===== src/rtl/mmio_uart_tx.sv =====
// Memory-mapped 8N1 UART transmitter: a 16-byte register window feeds a byte FIFO
// that a baud-timed FSM drains onto uart_tx, LSB first.
module mmio_uart_tx #(
  parameter logic [31:0] MMIO_BASE   = 32'h0000_F000,
  parameter int          FIFO_DEPTH  = 8,
  parameter logic [15:0] DEFAULT_DIV = 16'd868
) (
  input  logic        clk,
  input  logic        rst,
  input  logic [31:0] mem_addr,
  input  logic [31:0] mem_wr_data,
  input  logic        mem_wr_ena,
  output logic [31:0] mem_rd_data,
  output logic        mmio_hit,
  output logic        uart_tx
);

  localparam int AW = $clog2(FIFO_DEPTH);

  localparam logic [1:0] S_IDLE  = 2'd0;
  localparam logic [1:0] S_START = 2'd1;
  localparam logic [1:0] S_DATA  = 2'd2;
  localparam logic [1:0] S_STOP  = 2'd3;

  logic          hit;
  logic [1:0]    offset;
  logic          wr_txdata, wr_status, wr_baud;
  logic [7:0]    fifo_mem [FIFO_DEPTH];
  logic [AW-1:0] wr_ptr, rd_ptr;
  logic [4:0]    count;
  logic          full, empty, push_ok, pop;
  logic          overflow;
  logic [15:0]   baud_div, div_q, baud_cnt;
  logic [1:0]    state;
  logic [7:0]    shreg;
  logic [2:0]    bit_idx;
  logic          busy;
  logic [31:0]   status;
  logic          unused_ok;

  assign hit       = (mem_addr[31:4] == MMIO_BASE[31:4]);
  assign offset    = mem_addr[3:2];
  assign unused_ok = ^{mem_addr[1:0], mem_wr_data[31:16]};

  assign wr_txdata = mem_wr_ena && hit && (offset == 2'd0);
  assign wr_status = mem_wr_ena && hit && (offset == 2'd1);
  assign wr_baud   = mem_wr_ena && hit && (offset == 2'd2);

  assign full    = (count == 5'(FIFO_DEPTH));
  assign empty   = (count == 5'd0);
  assign pop     = (state == S_IDLE) && !empty;
  // A pop in the same cycle frees the slot, so a push into a full FIFO still lands.
  assign push_ok = wr_txdata && (!full || pop);
  assign busy    = (state != S_IDLE);
  assign status  = {23'd0, count, overflow, busy, empty, full};

  always_ff @(posedge clk) begin
    if (push_ok) fifo_mem[wr_ptr] <= mem_wr_data[7:0];
  end

  always_ff @(posedge clk) begin
    if (!rst) begin
      wr_ptr   <= '0;
      rd_ptr   <= '0;
      count    <= 5'd0;
      overflow <= 1'b0;
      baud_div <= DEFAULT_DIV;
    end else begin
      if (push_ok) wr_ptr <= wr_ptr + 1'b1;
      if (pop)     rd_ptr <= rd_ptr + 1'b1;
      case ({push_ok, pop})
        2'b10:   count <= count + 5'd1;
        2'b01:   count <= count - 5'd1;
        default: count <= count;
      endcase
      if (wr_txdata && full && !pop)         overflow <= 1'b1;
      else if (wr_status && mem_wr_data[3]) overflow <= 1'b0;
      if (wr_baud) baud_div <= (mem_wr_data[15:0] == 16'd0) ? 16'd1 : mem_wr_data[15:0];
    end
  end

  always_ff @(posedge clk) begin
    if (!rst) begin
      mem_rd_data <= 32'd0;
      mmio_hit    <= 1'b0;
    end else begin
      mmio_hit <= hit;
      if (!hit) mem_rd_data <= 32'd0;
      else begin
        case (offset)
          2'd1:    mem_rd_data <= status;
          2'd2:    mem_rd_data <= {16'd0, baud_div};
          default: mem_rd_data <= 32'd0;
        endcase
      end
    end
  end

  // uart_tx is loaded with the level of the state being entered so it stays registered.
  always_ff @(posedge clk) begin
    if (!rst) begin
      state    <= S_IDLE;
      uart_tx  <= 1'b1;
      shreg    <= 8'd0;
      div_q    <= 16'd1;
      baud_cnt <= 16'd0;
      bit_idx  <= 3'd0;
    end else begin
      case (state)
        S_IDLE: begin
          uart_tx <= 1'b1;
          if (!empty) begin
            shreg    <= fifo_mem[rd_ptr];
            div_q    <= baud_div;
            baud_cnt <= baud_div - 16'd1;
            uart_tx  <= 1'b0;
            state    <= S_START;
          end
        end
        S_START: begin
          if (baud_cnt == 16'd0) begin
            state    <= S_DATA;
            bit_idx  <= 3'd0;
            baud_cnt <= div_q - 16'd1;
            uart_tx  <= shreg[0];
          end else baud_cnt <= baud_cnt - 16'd1;
        end
        S_DATA: begin
          if (baud_cnt == 16'd0) begin
            baud_cnt <= div_q - 16'd1;
            shreg    <= {1'b0, shreg[7:1]};
            if (bit_idx == 3'd7) begin
              state   <= S_STOP;
              uart_tx <= 1'b1;
            end else begin
              bit_idx <= bit_idx + 3'd1;
              uart_tx <= shreg[1];
            end
          end else baud_cnt <= baud_cnt - 16'd1;
        end
        S_STOP: begin
          if (baud_cnt == 16'd0) state <= S_IDLE;
          else                   baud_cnt <= baud_cnt - 16'd1;
        end
        default: state <= S_IDLE;
      endcase
    end
  end

endmodule


===== config.mk =====
export PLATFORM = sky130hd
export DESIGN_NAME = mmio_uart_tx
export DESIGN_NICKNAME = d
export VERILOG_FILES = /design/src/rtl/mmio_uart_tx.sv
export SDC_FILE = /design/constraint.sdc
export NUM_CORES = 1
export LEC_CHECK = 0
export CAP_MARGIN = 5
export CORE_MARGIN = 2
export CORE_UTILIZATION = 59
export CTS_CLUSTER_DIAMETER = 120
export DETAILED_ROUTE_END_ITERATION = 12
export PLACE_DENSITY = 0.87
export RECOVER_POWER = 100
export SLEW_MARGIN = 20
export SYNTH_ARGS = -nofsm -noshare
export SYNTH_HDL_FRONTEND = slang
export SYNTH_SLANG_ARGS = --single-unit

===== constraint.sdc =====
create_clock -name clk -period 6.7 [get_ports clk]
set_clock_uncertainty 0.05 [all_clocks]
set_input_delay 0.67 -clock clk [delete_from_list [all_inputs] [get_ports clk]]
set_output_delay 0.67 -clock clk [all_outputs]
set_load 0.1 [all_outputs]

## Yosys cells after proc, flatten, opt, wreduce, memory -nomap -nowiden

Memories as Yosys holds them, arrays and structs flattened. A register that Yosys moved wholly into a read port is not among the register bits.
Index checks and enable logic that the tools add are counted.

- Muxes and demuxes: 31
- Divide/modulo/power cells: 0
- Magnitude comparators: 0
- Eq/ne operators: 17
- Multiply operators: 0
- Bitwise operators: 1
- Reduce and logical (&&, ||, !) cells: 32
- Shifts and indexed selects: 0
- $add $sub $neg: 8

Operators with widths:

| cell | number |
|---|---|
| two-way mux 16 bit | 4 |
| case mux 16 bit (3 select lines) | 1 |
| subtractor 16 x 1 -> 16 bit, second input constant | 3 |
| zero test 16 bit | 2 |
| case mux 16 bit (2 select lines) | 1 |
| equality test 28 x 12 -> 1 bit, second input constant | 1 |
| two-way mux 8 bit | 2 |
| case mux 8 bit (2 select lines) | 1 |
| two-way mux 3 bit | 5 |
| inequality test 2 bit, second input constant | 7 |
| two-way mux 2 bit | 5 |
| case mux 5 bit (2 select lines) | 1 |
| nonzero test 2 bit | 5 |
| adder 3 x 1 -> 3 bit, second input constant | 3 |
| logical AND 1 bit | 9 |
| equality test 2 bit, second input constant | 4 |
| two-way mux 1 bit | 8 |
| case mux 2 bit (4 select lines) | 1 |
| equality test 2 x 1 -> 1 bit, second input constant | 3 |
| case mux 3 bit (2 select lines) | 1 |
| AND reduction 2 bit | 3 |
| AND reduction 3 bit | 2 |
| adder 5 x 1 -> 5 bit, second input constant | 1 |
| equality test 5 x 4 -> 1 bit, second input constant | 1 |
| 12 further kinds | 15 |

- Word-level logic and storage cells: 103
- Input bits: 67
- Register bits after elaboration: 107
- Memory bits (read-only): 0
- Bits in writable memories: 64
- Memories: 1
- Latch bits: 0
- Output and inout bits: 34

Memory list:

| memory | depth | bits a word | read ports | clocked after Yosys merged registers in | wr ports | line | text |
|---|---|---|---|---|---|---|---|
| fifo_mem | 8 | 8 | 1 | 1 | 1 | 28 | `logic [7:0] fifo_mem [FIFO_DEPTH];` |

## Logic depth before layout (Yosys ltp)

- Word-level depth: 7
- Gate-level depth with buffers: 15
- Gate-level depth less buffers: 14

## Worst setup path before layout

Ideal clock, no wire load.

- Path type: input-to-reg
- Start: input mem_addr[17]
- End: register count[4]
- Stages on the path: 13
- Slack: 3.488 ns
- Data required time: 6.522 ns
- Path buffers: 1
- Data arrival time: 3.035 ns
- Setup time: 0.128 ns
- Cell sequence: nor4b_1 > nand4_1 > nor2_1 > nand4b_1 > ha_1 > clkbuf_1 > xor2_1 > ha_1 > a21oi_1 > a32oi_1 > a21oi_1 > xnor2_1 > nor2_1

- Longest elaborated chain between the ends: 6
- Elaborated cells on any way between the ends: 8
- Those cells by class: eq/ne: 3; mux: 1; reduce/logical: 4

RTL lines:

| item | line | text |
|---|---|---|
| start: declaration | 10 | `input logic [31:0] mem_addr,` |
| equality test 28 x 12 -> 1 bit * | 41 | `assign hit = (mem_addr[31:4] == MMIO_BASE[31:4]);` |
| logical AND 1 bit * (2 in series) | 45 | `assign wr_txdata = mem_wr_ena && hit && (offset == 2'd0);` |
| logical AND 1 bit * | 53 | `assign push_ok = wr_txdata && (!full \|\| pop);` |
| equality test 2 x 1 -> 1 bit or equality test 2 bit (tied branches) | 71 | `case ({push_ok, pop})` |
| case mux 5 bit (2 select lines) or nonzero test 2 bit (tied branches) | -- |  |
| end signal: assignment | 72 | `2'b10: count <= count + 5'd1;` |
| end signal: assignment | 73 | `2'b01: count <= count - 5'd1;` |
| end signal: assignment | 74 | `default: count <= count;` |
| end: declaration | 30 | `logic [4:0] count;` |

Every way passes the cells marked *; elsewhere a longest branch is shown, timed or not.
A chain may end at the register's enable or synchronous reset.

## Worst setup path in the final report

- Start: register state[0]
- End: register count[4]

- Longest elaborated chain between the ends: 6
- Elaborated cells on any way between the ends: 8
- Those cells by class: eq/ne: 2; mux: 1; reduce/logical: 5

RTL lines:

| item | line | text |
|---|---|---|
| start: declaration | 34 | `logic [1:0] state;` |
| start signal: assignment | 102 | `state <= S_IDLE;` |
| start signal: assignment | 117 | `state <= S_START;` |
| start signal: assignment | 122 | `state <= S_DATA;` |
| zero test 2 bit * | 51 | `assign pop = (state == S_IDLE) && !empty;` |
| logical AND 1 bit * | 51 |  |
| logical OR 1 bit | 53 |  |
| logical AND 1 bit | 53 |  |
| equality test 2 x 1 -> 1 bit or equality test 2 bit (tied branches) | 71 |  |
| case mux 5 bit (2 select lines) or nonzero test 2 bit (tied branches) | -- |  |

Marked as above.

==> results by stage <==
Outcome:
- The run finished, with violations left.
- The final reports fail on capacitance limit, slew limit.

Timing:
- The final count of pins violating max slew is 59.
- After layout, the worst setup slack is 1.88 ns.
- The worst-case headroom to the max-slew limit is -0.753.
- The count of final setup violators is 0.
- Setup repair after global routing left no endpoint under its margin.
- The clock period minus worst slack is 4.82 ns.
- The maximum clock frequency is 0.207 GHz.
- The transition time at the pin with the least slew margin is 2.63 ns.
- Adding up every negative setup slack in the final design gives 0 ns.
- The share of the cycle needed by the critical path after routing is 0.720.
- The final hold violation count came to 0.

Yosys:
- The async set-or-reset flop fraction in the synthesized netlist is 0.
- Of the post-synthesis cell area, the dominant cell type holds 0.255.
- The number of flops mapped to enable cells by yosys is 64.
- Of the total synthesized cell area, the portion taken by AND, OR, NAND and NOR gates is 0.156.
- The post-synthesis area per instance is 10.5 um^2.
- The synthesized design contains 158 register bits.
- In the synthesized netlist the dominant register cell turns out to be sky130_fd_sc_hd__dfxtp_1.
- The fraction of the mapped netlist area in compound gates is 0.111.
- The largest family of logic cells by synthesized area is simple AND/OR/NAND/NOR gates.
- After synthesis, the most frequently instantiated cells are sky130_fd_sc_hd__dfxtp_1 (94), sky130_fd_sc_hd__nor2_1 (76), sky130_fd_sc_hd__edfxtp_1 (64), sky130_fd_sc_hd__nand2_1 (50), sky130_fd_sc_hd__clkbuf_1 (41).
- In the post-synthesis netlist, the cell with the most instances is sky130_fd_sc_hd__dfxtp_1.
- The instance count of the mapped netlist is 717.
- The number of different library cells in the post-synthesis netlist is 58.
- During synthesis, Yosys emitted a total of 0 warnings.
- After synthesis the cells add up to 0.00752 mm^2.
- Of the total synthesized cell area, the portion taken by XOR and XNOR cells is 0.0547.
- After synthesis, the cell types taking the most area are sky130_fd_sc_hd__edfxtp_1 (26%), sky130_fd_sc_hd__dfxtp_1 (25%), sky130_fd_sc_hd__mux4_2 (4.8%), sky130_fd_sc_hd__mux2i_1 (4.7%), sky130_fd_sc_hd__nor2_1 (3.8%).
- Of the post-synthesis cell area, the part taken by muxes is 0.0945.
- The most area-hungry cell type in the Yosys netlist is sky130_fd_sc_hd__edfxtp_1.
- The share of the Yosys chip area taken by registers is 0.506.
- The adder-cell share of the synthesized area is 0.0283.

Clocking:
- The clock tree synthesis step divided the H-tree into 4 levels.
- The root cell of the clock tree is sky130_fd_sc_hd__clkbuf_16.
- The buffers inserted during post-CTS setup optimization is 0.
- After clock tree synthesis, the clock-pin slew on the worst setup and hold paths is 0.07 ns.
- After clock tree synthesis, the repair step resized 0 gates.
- The hold-fix buffer count after cts is 0.
- The buffer levels on the longest clock path is 2.
- The number of clock buffers added by TritonCTS is 17.
- The number of clock sinks is 158.
- The CTS tree is done.
- The clock reaches the later pin of the worst-skew pair after 0.43 ns.

Worst setup path:
- The arrival time at the worst endpoint is 4.99 ns.
- The critical path capture point type is a flip-flop.
- STA classifies the critical path startpoint as a flip-flop.
- The cell type with the highest occurrence count on the critical path is sky130_fd_sc_hd__ha_1.
- The critical path goes through inv_1 > ha_1 > clkbuf_1 > inv_1 > and3_1 > nand4b_1 > ha_1 > xor2_1 > ha_1 > a21oi_1 > a32oi_1 > a21oi_1 > xnor2_1 > nor2_1.
- For the worst setup path, the data required time is 6.86 ns.
- In this run the worst path has a maximum fanout of 22.
- The setup path with the least slack is of type flip-flop to flip-flop.
- The slowest cell on the critical path is sky130_fd_sc_hd__clkbuf_1.
- The largest incremental delay on the critical path is 0.89 ns.
- Counting both buffers and inverters, the worst setup path holds a total of 3.
- In this design, the largest share of critical-path delay is due to buffers and inverters.

Cells and area:
- The final layout contains 846 nets.
- The finished layout holds 947 standard cells, fillers aside.
- The number of filler cells placed in the layout is 898.
- The repair_antennas step left the layout with diodes totalling 0.
- The fraction of layout instances using a drive strength above 1 is 0.0748.
- The growth of design area from synthesis to finish is 17.0%.

Placed design:
- The number of input and output port buffers inserted is 66.
- Before CTS, the worst setup slack after placement is 2.65 ns.
- The number of instances in the placed design is 915.
- The HPWL reported at the end of detailed placement is 12.5 mm.
- The routability congestion estimate from global placement is 0.869.

Floorplanning:
- From bottom edge to top edge, the die measures 117 um.
- The cell row count is 41.
- The area enclosed by the die boundary is 0.0137 mm^2.
- The initial standard-cell utilization of the core is 0.601.
- The placeable core area is 0.0125 mm^2.
- The horizontal die dimension is 117 um.
- The number of primary I/O pins is 101.

Detailed routing:
- The number of DRC markers after the initial detailed-route iteration is 606.
- The overall routed net length is 18.6 mm.
- The detail-routed net length per standard cell is 19.6 um.
- The number of antenna-violating nets in the routed design is 0.
- The post-detailed-route DRC marker count is 0.
- The average via count per standard cell is 6.10.
- The routed layout has 5781 vias.
- The number of optimization iterations in the first detailed-route pass is 7.

Global route:
- The via count of the first global-routing pass came to 5624.
- The global route total overflow is 0.
- The maximum number of pins on one net before global-route repair is 59.
- The total global-route track usage is 0.280.
- The number of antenna violations at the first check in global routing is 0.
- The first global-routing pass estimated 29.0 mm of wire.

Power:
- For this design the ratio of total power to cell area is 235 mW/mm^2.
- The worst vdd rail ir drop is 0.000243 V.
- For this design the static power due to leakage is 3.35 nW.

Worst hold path:
- The type of the tightest min-delay check is flip-flop to flip-flop.

Flow run:
- The number of max-cap violations is 1.
## report_power, final
part / internal [mW] / switching [mW]
registers: 0.998 / 0.0000000628
logic: 0.0266 / 0.0652
clock network: 0.539 / 0.439
## per-layer routing
layer	vias to the layer above	share of wire	GRT usage
met5	-	0	0
met4	0	0.018	0.0973
met3	42	0.067	0.0675
met2	267	0.50	0.474
met1	2797	0.41	0.355
li1	2675	-	-
## worst reg2reg max path: stages (launching register included)
cell and delay (ns):
sky130_fd_sc_hd__dfxtp_1 0.35, sky130_fd_sc_hd__inv_1 0.10, sky130_fd_sc_hd__ha_1 0.15, sky130_fd_sc_hd__clkbuf_1 0.89, sky130_fd_sc_hd__inv_1 0.60, sky130_fd_sc_hd__and3_1 0.39, sky130_fd_sc_hd__nand4b_1 0.39, sky130_fd_sc_hd__ha_1 0.47
sky130_fd_sc_hd__xor2_1 0.20, sky130_fd_sc_hd__ha_1 0.20, sky130_fd_sc_hd__a21oi_1 0.28, sky130_fd_sc_hd__a32oi_1 0.15, sky130_fd_sc_hd__a21oi_1 0.20, sky130_fd_sc_hd__xnor2_1 0.14, sky130_fd_sc_hd__nor2_1 0.05
## cell type report
type                            count  area [um^2]  share of cell area
Sequential cell                   158         3800               0.432
Multi-Input combinational cell    494         3420               0.388
Timing Repair Buffer               71          679              0.0772
Clock buffer                       17          425              0.0483
Tap cell                          172          215              0.0245
Clock inverter                     15          183              0.0208
Inverter                           20         75.1             0.00853
## flip-flops by register name, indices dropped and copies added, names as in the netlist, named ones only
name / flops
baud_cnt: 16
baud_div: 16
bit_idx: 3
count: 5
div_q: 16
fifo_mem: 64
mem_rd_data: 16
mmio_hit: 1
overflow: 1
rd_ptr: 3
shreg: 8
state: 2
uart_tx: 1
wr_ptr: 3
## cell usage in the layout (no fill, tap or decap), drive strengths merged, types with 3 or more instances in the layout
| master | n |
|---|---|
| a21oi | 31 |
| a221o | 4 |
| a22oi | 17 |
| a31oi | 8 |
| a32oi | 3 |
| and2 | 4 |
| and3 | 8 |
| clkbuf | 22 |
| clkdlybuf4s50 | 38 |
| clkinv | 4 |
| conb | 16 |
| dfxtp | 94 |
| dlygate4sd3 | 28 |
| edfxtp | 64 |
| ha | 17 |
| inv | 30 |
| mux2i | 35 |
| mux4 | 16 |
| nand2 | 50 |
| nand2b | 5 |
| nand3 | 10 |
| nand4 | 6 |
| nor2 | 76 |
| nor3 | 21 |
| nor3b | 3 |
| nor4 | 21 |
| nor4b | 3 |
| o211ai | 10 |
| o21ai | 34 |
| or2 | 6 |
| or3 | 8 |
| or4 | 4 |
| xnor2 | 26 |
| xor2 | 21 |
## path summary, 6_finish.rpt
path / start / endpoint / slack, ns / cells past startpoint
worst max-delay path: state[0]$_SDFFE_PN0P_ / count[4]$_SDFFE_PN0P_ / 1.88 / 14
worst min-delay path: shreg[7]$_SDFFE_PN0P_ / shreg[7]$_SDFFE_PN0P_ / 0.42 / 2
worst max register to register: state[0]$_SDFFE_PN0P_ / count[4]$_SDFFE_PN0P_ / 1.88 / 14
worst min register to register: shreg[7]$_SDFFE_PN0P_ / shreg[7]$_SDFFE_PN0P_ / 0.42 / 2
## stage by stage
step | hold slack [ns] | power [mW] | instance area (um^2) | utilization
after floorplan | 0.382 | 1.08 | 7580 | -
after global placement | 0.395 | 1.11 | 8200 | 0.655
after detailed placement | 0.406 | 1.11 | 8200 | 0.655
after CTS | 0.416 | 2.08 | 8810 | 0.704
after global routing | 0.446 | 2.12 | 8800 | 0.703
final | 0.416 | 2.07 | 8800 | 0.703
## cells by family after synthesis
family          Yosys count
flops                   158
other cells               1
buf+inv                  80
simple gates            234
fa+ha+maj                17
mux                      51
xor+xnor                 47
compound gates          129
No activity file was read; power rests on OpenSTA's default activity.
